## config.mk

```make
export PLATFORM = sky130hd
export DESIGN_NAME = sc_muxn1_rr_reg
export DESIGN_NICKNAME = d
export VERILOG_FILES = /design/src/rtl/sc_muxn1_rr_reg.sv
export SDC_FILE = /design/constraint.sdc
export NUM_CORES = 1
export LEC_CHECK = 0
export CORE_ASPECT_RATIO = 1.4
export CORE_MARGIN = 3
export CORE_UTILIZATION = 45
export DETAILED_ROUTE_END_ITERATION = 10
export PLACE_DENSITY = 0.95
export SLEW_MARGIN = 20
export SYNTH_ARGS = -nofsm -noshare
export SYNTH_HDL_FRONTEND = slang
export SYNTH_SLANG_ARGS = --single-unit
```

## constraint.sdc

```tcl
create_clock -name SC_MUXN1_CLOCK_50 -period 4 [get_ports SC_MUXN1_CLOCK_50]
set_input_delay 0.8 -clock SC_MUXN1_CLOCK_50 [delete_from_list [all_inputs] [get_ports SC_MUXN1_CLOCK_50]]
set_output_delay 0.8 -clock SC_MUXN1_CLOCK_50 [all_outputs]
set_load 0.005 [all_outputs]
```

## src/rtl/sc_muxn1_rr_reg.sv

```systemverilog
// Registered N:1 channel multiplexer with direct-select or round-robin arbitration.
// The selected word sits in a one-deep output register behind a valid/ready handshake.
module sc_muxn1_rr_reg #(
   parameter int NUMBER_DATAWIDTH = 8,
   parameter int NUMBER_CHANNELS  = 4,
   parameter int SELECT_WIDTH     = 2
) (
   input  logic                                         SC_MUXN1_CLOCK_50,
   input  logic                                         SC_MUXN1_RESET_InLow,
   input  logic                                         SC_MUXN1_mode_In,
   input  logic [SELECT_WIDTH-1:0]                      SC_MUXN1_select_InBUS,
   input  logic [NUMBER_CHANNELS*NUMBER_DATAWIDTH-1:0]  SC_MUXN1_data_InBUS,
   input  logic [NUMBER_CHANNELS-1:0]                   SC_MUXN1_valid_InBUS,
   output logic [NUMBER_CHANNELS-1:0]                   SC_MUXN1_ready_OutBUS,
   output logic [NUMBER_DATAWIDTH-1:0]                  SC_MUXN1_z_Out,
   output logic                                         SC_MUXN1_valid_Out,
   input  logic                                         SC_MUXN1_ready_In,
   output logic [SELECT_WIDTH-1:0]                      SC_MUXN1_chan_Out
);

   localparam logic [SELECT_WIDTH-1:0]    PTR_INIT = SELECT_WIDTH'(NUMBER_CHANNELS - 1);
   localparam logic [NUMBER_CHANNELS-1:0] ONE_N    = NUMBER_CHANNELS'(1);

   logic [NUMBER_DATAWIDTH-1:0] r_z;
   logic                        r_valid;
   logic [SELECT_WIDTH-1:0]     r_chan;
   logic [SELECT_WIDTH-1:0]     r_ptr;

   logic                        w_free;
   logic [NUMBER_CHANNELS-1:0]  w_dir_oh;
   logic [NUMBER_CHANNELS-1:0]  w_hi_mask;
   logic [NUMBER_CHANNELS-1:0]  w_rr_req_hi;
   logic [NUMBER_CHANNELS-1:0]  w_rr_pool;
   logic [NUMBER_CHANNELS-1:0]  w_rr_oh;
   logic [NUMBER_CHANNELS-1:0]  w_grant_oh;
   logic [NUMBER_CHANNELS-1:0]  w_ready;
   logic                        w_transfer;
   logic [SELECT_WIDTH-1:0]     w_grant_idx;
   logic [NUMBER_DATAWIDTH-1:0] w_grant_data;

   // Transposed views: per index bit, which channels carry a 1; per data bit, the channel column.
   logic [NUMBER_CHANNELS-1:0]  w_idx_mask [SELECT_WIDTH];
   logic [NUMBER_CHANNELS-1:0]  w_data_col [NUMBER_DATAWIDTH];

   assign w_free = !r_valid || SC_MUXN1_ready_In;

   genvar gi, gb, gd;
   generate
      for (gi = 0; gi < NUMBER_CHANNELS; gi = gi + 1) begin : g_chan
         // An out-of-range select matches no channel, so it can never produce a grant.
         assign w_dir_oh[gi]  = SC_MUXN1_valid_InBUS[gi] &&
                                (SC_MUXN1_select_InBUS == SELECT_WIDTH'(gi));
         assign w_hi_mask[gi] = (SELECT_WIDTH'(gi) > r_ptr);

         for (gb = 0; gb < SELECT_WIDTH; gb = gb + 1) begin : g_idx_bit
            assign w_idx_mask[gb][gi] = (((gi >> gb) & 1) != 0);
         end

         for (gd = 0; gd < NUMBER_DATAWIDTH; gd = gd + 1) begin : g_data_bit
            assign w_data_col[gd][gi] = SC_MUXN1_data_InBUS[gi*NUMBER_DATAWIDTH + gd];
         end
      end

      for (gb = 0; gb < SELECT_WIDTH; gb = gb + 1) begin : g_enc
         assign w_grant_idx[gb] = |(w_grant_oh & w_idx_mask[gb]);
      end

      for (gd = 0; gd < NUMBER_DATAWIDTH; gd = gd + 1) begin : g_mux
         assign w_grant_data[gd] = |(w_grant_oh & w_data_col[gd]);
      end
   endgenerate

   // Round-robin: prefer valid channels above the pointer, else wrap to the lowest valid one.
   assign w_rr_req_hi = SC_MUXN1_valid_InBUS & w_hi_mask;
   assign w_rr_pool   = (|w_rr_req_hi) ? w_rr_req_hi : SC_MUXN1_valid_InBUS;
   assign w_rr_oh     = w_rr_pool & (~w_rr_pool + ONE_N);

   assign w_grant_oh  = SC_MUXN1_mode_In ? w_rr_oh : w_dir_oh;

   // No accept strobe while reset is held: the word would be dropped by the reset edge.
   assign w_ready     = (SC_MUXN1_RESET_InLow && w_free) ? w_grant_oh : '0;
   assign w_transfer  = |w_ready;

   always_ff @(posedge SC_MUXN1_CLOCK_50) begin
      if (!SC_MUXN1_RESET_InLow) begin
         r_z     <= '0;
         r_valid <= 1'b0;
         r_chan  <= '0;
         r_ptr   <= PTR_INIT;
      end else if (w_transfer) begin
         r_z     <= w_grant_data;
         r_chan  <= w_grant_idx;
         r_valid <= 1'b1;
         if (SC_MUXN1_mode_In) begin
            r_ptr <= w_grant_idx;
         end
      end else if (SC_MUXN1_ready_In) begin
         r_valid <= 1'b0;
      end
   end

   assign SC_MUXN1_ready_OutBUS = w_ready;
   assign SC_MUXN1_z_Out        = r_z;
   assign SC_MUXN1_valid_Out    = r_valid;
   assign SC_MUXN1_chan_Out     = r_chan;

endmodule
```

==> run_results.csv, run 1 <==
group,metric,value,unit
sta,period_share,0.919,
logic_synthesis,muxShareOfSynthArea,0.0709,
power_and_ir_drop,ir_drop,214,uV
floorplanning,core,2670,sq um
place,dp_cells,268,
critical_path,worstSetupPathType,"in -> out",
global_route,grt_pass1_wl,6.66,mm
global_route,antenna_found_initial,0,
clock_network,clk_path_buf_depth,2,
sta,final_max_slew_viol_count,0,
logic_synthesis,synth_compound_area_frac,0.329,
sta,finClkSkew,0.000904,ns
clock_network,cts.clk_slew.worst_paths,0.07,ns
drt,drc,0,
critical_path,crit_path_max_fanout,10,
sta,fin_tns_setup,0,ns
global_route,overflow,0,
critical_path,end_kind,"primary output",
floorplanning,placementRows,22,
clock_network,cts_max_level,1,
layout,area_delta_synth_final,48.7,%
logic_synthesis,synth_seq_cells,13,
sta,rsz0062_at_grt,"no",
drt,vias,1554,
clock_network,cts_tree,"done",
sta,hold_viol,0,
critical_path,cp_cell_sequence,"clkdlybuf4s50_1, o21ai_0, o2111a_1, nor2_1, nor2_1, clkdlybuf4s50_1",
place,hpwl,3.12,mm
critical_path,cp_slowest_cell,"clkdlybuf4s50_1",
power_and_ir_drop,p_leak,0.726,nW
critical_path,cp_top_family,"buffers and inverters",
run_status,status,"finished, final reports clean",
drt,ant_nets,0,
sta,maxSlewHeadroom,0.486,
layout,diodes,0,
logic_synthesis,syn_inst,178,
clock_network,cts_hold_buf,0,
place,port_buffers,56,
logic_synthesis,synthAdderAreaFrac,0,
logic_synthesis,synth-seq-area-share,0.202,
layout,drive_above_1_share,0.0805,
layout,final_cells,272,
clock_network,post_cts_buffers,0,
floorplanning,io-pin-count,57,
logic_synthesis,synth_area,1290,sq um
critical_path,path_buf_inv,2,
logic_synthesis,synth.area.top_cells,"dfxtp_1 20%, nand2_1 8.5%, a221o_1 6.2%, mux2i_1 6.2%, o21ai_0 5.4%",
hold_path,min-delay-path-class,"reg -> reg",
drt,wire_per_inst,14.6,um
sta,worstMarginPinSlew,0.771,ns
logic_synthesis,synth_top_cell_area_share,0.202,
logic_synthesis,yosys-top-cells-count,"29 x nand2_1, 14 x nor2_1, 14 x o21ai_0",
clock_network,cts_sinks,13,
sta,finalWorstSetupSlack,0.323,ns
logic_synthesis,ys.flop_type,"dfxtp_1",
clock_network,clk_latency,0.27,ns
critical_path,max_stage_delay,0.57,ns
clock_network,root_buffer,"clkbuf_4",
power_and_ir_drop,power,0.431,mW
critical_path,worst_setup_path_start_kind,"primary input",
power_and_ir_drop,power_density,225,nW/um^2
critical_path,arrival,2.88,ns
global_route,grt_usage,0.231,
logic_synthesis,synth-async-reset-ratio,0,
layout,fin_area,1910,sq um
floorplanning,initial_utilization,0.482,
sta,fmax,272,MHz
logic_synthesis,synth_top_family_by_area,"compound AO/OA/AOI/OAI gates",
layout,nets,279,
floorplanning,die_area,3550,sq um
clock_network,postCtsResizedCells,0,
drt,wl,3.98,mm
sta,setup_viol,0,
place,pre_cts_ws,0.338,ns
drt,drtIter0Drc,91,
logic_synthesis,synth-edff-count,0,
logic_synthesis,synth-simple-area-share,0.309,
flow_run,cap_violations,0,
logic_synthesis,synth_fp_nets,220,
floorplanning,die_x,51.2,um
critical_path,crit_required,3.20,ns
clock_network,cts_buffers,3,
global_route,grt_pass1_vias,1518,
logic_synthesis,yosysMostFrequentCell,"nand2_1",
drt,dr.pass1.iters,4,
drt,via_per_inst,5.71,
sta,period_minus_slack,3.68,ns
logic_synthesis,ys_warn_count,0,
logic_synthesis,synth_largest_area_cell,"dfxtp_1",
logic_synthesis,synthXorXnorAreaFrac,0,
floorplanning,die_h,69.3,um
logic_synthesis,yosysUniqueCellTypes,39,
place,gp_congestion,0.893,
logic_synthesis,syn-mean-instance-area,7.23,sq um
global_route,grt_max_degree,15,
place,post_dp_cell_area,1890,sq um
-- state kept, by name, summed over array words and instances, names as in the netlist --
name                count
SC_MUXN1_chan_Out       2
SC_MUXN1_z_Out          8
SC_MUXN1_valid_Out      1
r_ptr                   2
-- metrics by stage --
stage	hold slack [ns]	utilization
floorplan	0.451	-
global placement	0.445	0.707
detailed placement	0.450	0.707
CTS	0.468	0.717
global route	0.489	0.717
finish	0.467	0.717
-- logic make-up after synthesis --
logic type	after synthesis
flip-flops	13
buffers and inverters	22
AO/OA/AOI/OAI	53
multiplexers	9
AND/OR/NAND/NOR	81
-- cells in the final DEF, fill, tap and decap left out, types with 8 or more instances in the layout --
master / netlist / routed
o21ai_0: 14 / 14
buf_4: 0 / 9
a221o_1: 8 / 8
nor2_1: 14 / 14
nand3_1: 12 / 12
mux2i_1: 8 / 8
clkdlybuf4s50_1: 0 / 56
dfxtp_1: 13 / 13
a211oi_1: 8 / 8
and2_1: 8 / 8
nand2_1: 29 / 29
nor4_1: 9 / 9
inv_1: 11 / 11
-- worst reg2reg max path: stages, from the launching register on --
cell and delay (ns):
dfxtp_1 0.54, a21oi_1 0.12, o2111a_1 0.38, nor2_1 0.42, a31oi_4 0.29, o221a_1 0.32
-- layer usage --
metal | routed length, um | track usage | share of wire
met2 | 2040 | 0.380 | 0.51
met4 | 50 | 0.0958 | 0.013
met1 | 1680 | 0.304 | 0.42
met5 | 0 | 0 | 0
met3 | 205 | 0.0151 | 0.052
-- final cells by class --
type	count	area [sq um]
clock buffer	4	26.3
inverter	11	41.3
sequential	13	260
timing repair buffer	65	628
multi-input combinational	143	913
fill	217	756
tap	36	45.0
-- worst paths after layout --
check / start / endpoint / slack, ns / cells after the start
hold / removal: SC_MUXN1_z_Out[0] / SC_MUXN1_z_Out[0] / 0.47 / 2
setup reg to reg: r_ptr[1] / SC_MUXN1_chan_Out[0] / 1.84 / 5
hold reg to reg: SC_MUXN1_z_Out[0] / SC_MUXN1_z_Out[0] / 0.47 / 2
setup / recovery: SC_MUXN1_valid_InBUS[1] / SC_MUXN1_ready_OutBUS[2] / 0.32 / 6
-- report_power, final --
part	internal, mW	leakage [nW]	switching [mW]	total, mW
combinational	0.110	0.604	0.0852	0.195
sequential	0.145	0.107	0.0120	0.157
clock	0.0386	0.0150	0.0403	0.0790
total	0.294	0.726	0.137	0.431
(Power assumes the default switching activity.)
==> inputs of run 2 (changes only) <==
REMOVE_ABC_BUFFERS = 1   (was not set)
==> run_results.csv, run 2 (same netlist as run 1, synthesis figures left out) <==
group,metric,value,unit
layout,area_delta_synth_final,49.9,%
global_route,grt_max_degree,16,
power_and_ir_drop,power_density,226,nW/um^2
sta,finalWorstSetupSlack,0.459,ns
layout,final_cells,274,
drt,top_layer,"met4",
drt,vias,1564,
floorplanning,die_h,69.3,um
global_route,overflow,0,
critical_path,cp_cell_sequence,"clkdlybuf4s50_1, and2_4, a311o_1, a21o_4, nor2_1, clkdlybuf4s50_1",
clock_network,cts_hold_buf,0,
drt,via_per_inst,5.71,
clock_network,cts.clk_slew.worst_paths,0.08,ns
critical_path,end_kind,"primary output",
sta,fin_tns_setup,0,ns
drt,drc,0,
critical_path,worstSetupPathType,"in -> out",
drt,met1Wirelength,1.52,mm
clock_network,cts_max_level,1,
clock_network,cts_sinks,13,
critical_path,max_stage_delay,0.51,ns
sta,final_max_slew_viol_count,0,
drt,wl,3.98,mm
critical_path,crit_required,3.20,ns
clock_network,cts_tree,"done",
hold_path,whs_path_depth,2,
sta,setup_viol,0,
critical_path,arrival,2.74,ns
sta,rsz0062_at_grt,"no",
layout,drive_above_1_share,0.0882,
flow_run,cap_violations,0,
sta,period_minus_slack,3.54,ns
sta,finClkSkew,0.000939,ns
critical_path,cp_slowest_cell,"clkdlybuf4s50_1",
layout,diodes,0,
drt,dr.pass1.iters,4,
global_route,grt_pass1_wl,6.38,mm
critical_path,crit_path_start,"SC_MUXN1_valid_InBUS[0]",
critical_path,regToRegSetupSlack,1.86,ns
floorplanning,die_area,3550,sq um
critical_path,crit_top_cell,"clkdlybuf4s50_1",
hold_path,min-delay-path-class,"reg -> reg",
floorplanning,initial_utilization,0.482,
place,pre_cts_ws,0.455,ns
power_and_ir_drop,p_leak,0.736,nW
power_and_ir_drop,ir_drop,224,uV
global_route,grt_usage,0.228,
global_route,antenna_found_initial,0,
critical_path,worst_setup_path_start_kind,"primary input",
critical_path,crit_path_max_fanout,10,
critical_path,rr_worst_depth,6,
place,post_dp_cell_area,1900,sq um
floorplanning,die_x,51.2,um
sta,maxSlewHeadroom,0.502,
drt,met3WireLength,327,um
run_status,status,"finished, final reports clean",
critical_path,r2r-end,"SC_MUXN1_z_Out[4]",
hold_path,hold_start,"SC_MUXN1_z_Out[6]",
power_and_ir_drop,power,0.436,mW
layout,fillerInstances,222,
layout,fin_area,1930,sq um
sta,hold_viol,0,
floorplanning,placementRows,22,
clock_network,post_cts_buffers,0,
clock_network,root_buffer,"clkbuf_4",
hold_path,holdPathEnd,"SC_MUXN1_z_Out[6]",
clock_network,clk_path_buf_depth,2,
sta,worstMarginPinSlew,0.747,ns
layout,largest_register_ffs,8,
clock_network,cts_buffers,3,
drt,wire_per_inst,14.5,um
place,gp_congestion,0.905,
floorplanning,io-pin-count,57,
drt,wl_met2,1.97,mm
drt,drtIter0Drc,42,
drt,ant_nets,0,
critical_path,reg2reg_from,"r_ptr[1]",
clock_network,postCtsResizedCells,0,
place,port_buffers,56,
sta,period_share,0.885,
floorplanning,core,2670,sq um
layout,mostFrequentLayoutCell,"clkdlybuf4s50_1",
sta,fmax,282,MHz
place,dp_cells,270,
layout,nets,281,
clock_network,clk_latency,0.28,ns
place,hpwl,3.16,mm
layout,layout_common_cells,"56 x clkdlybuf4s50_1, 29 x nand2_1, 14 x nor2_1, 14 x o21ai_0, 13 x dfxtp_1",
global_route,grt_pass1_vias,1502,
run 2: cell types whose count changed in the layout (fill, tap and decap cells not counted):
cell,before,now
buf_4,9,11
run 2: stage by stage:
step / util / hold WS (ns)
4_1_cts: 0.723 / 0.468
6_report: 0.723 / 0.463
3_3_place_gp: 0.713 / 0.445
2_1_floorplan: - / 0.451
5_1_grt: 0.723 / 0.484
3_5_place_dp: 0.713 / 0.453
run 2: cell type report:
type                            count  area, sq um  area share
Inverter                           11         41.3      0.0214
Multi-Input combinational cell    143          913       0.473
Tap cell                           36         45.0      0.0233
Clock buffer                        4         26.3      0.0136
Timing Repair Buffer               67          643       0.333
Sequential cell                    13          260       0.135
run 2: critical path: cells and delay by family:
kind | cells | cell delay, ns
AOI/OAI and AO/OA | 2 | 0.60
buffers and inverters | 2 | 1.02
and+or+nand+nor | 2 | 0.33
run 2: worst max path at each step:
stage                                     endpoint  slack, ns  cells after the start
after floorplan           SC_MUXN1_ready_OutBUS[2]       1.31                      3
final                     SC_MUXN1_ready_OutBUS[3]       0.46                      6
after CTS                 SC_MUXN1_ready_OutBUS[3]       0.45                      6
after global routing      SC_MUXN1_ready_OutBUS[0]       0.32                      6
after global placement    SC_MUXN1_ready_OutBUS[3]       0.47                      6
after detailed placement  SC_MUXN1_ready_OutBUS[3]       0.46                      6
run 2: where the power goes:
group / total, mW / switching (mW) / internal, mW
registers: 0.157 / 0.0117 / 0.145
logic: 0.197 / 0.0861 / 0.111
clock network: 0.0820 / 0.0433 / 0.0388
total: 0.436 / 0.141 / 0.295
run 2: per-layer routing:
layer	GRT usage	vias to the layer above
met2	0.376	82
met4	0.132	0
met5	0	-
li1	-	775
met3	0.0559	16
met1	0.259	691
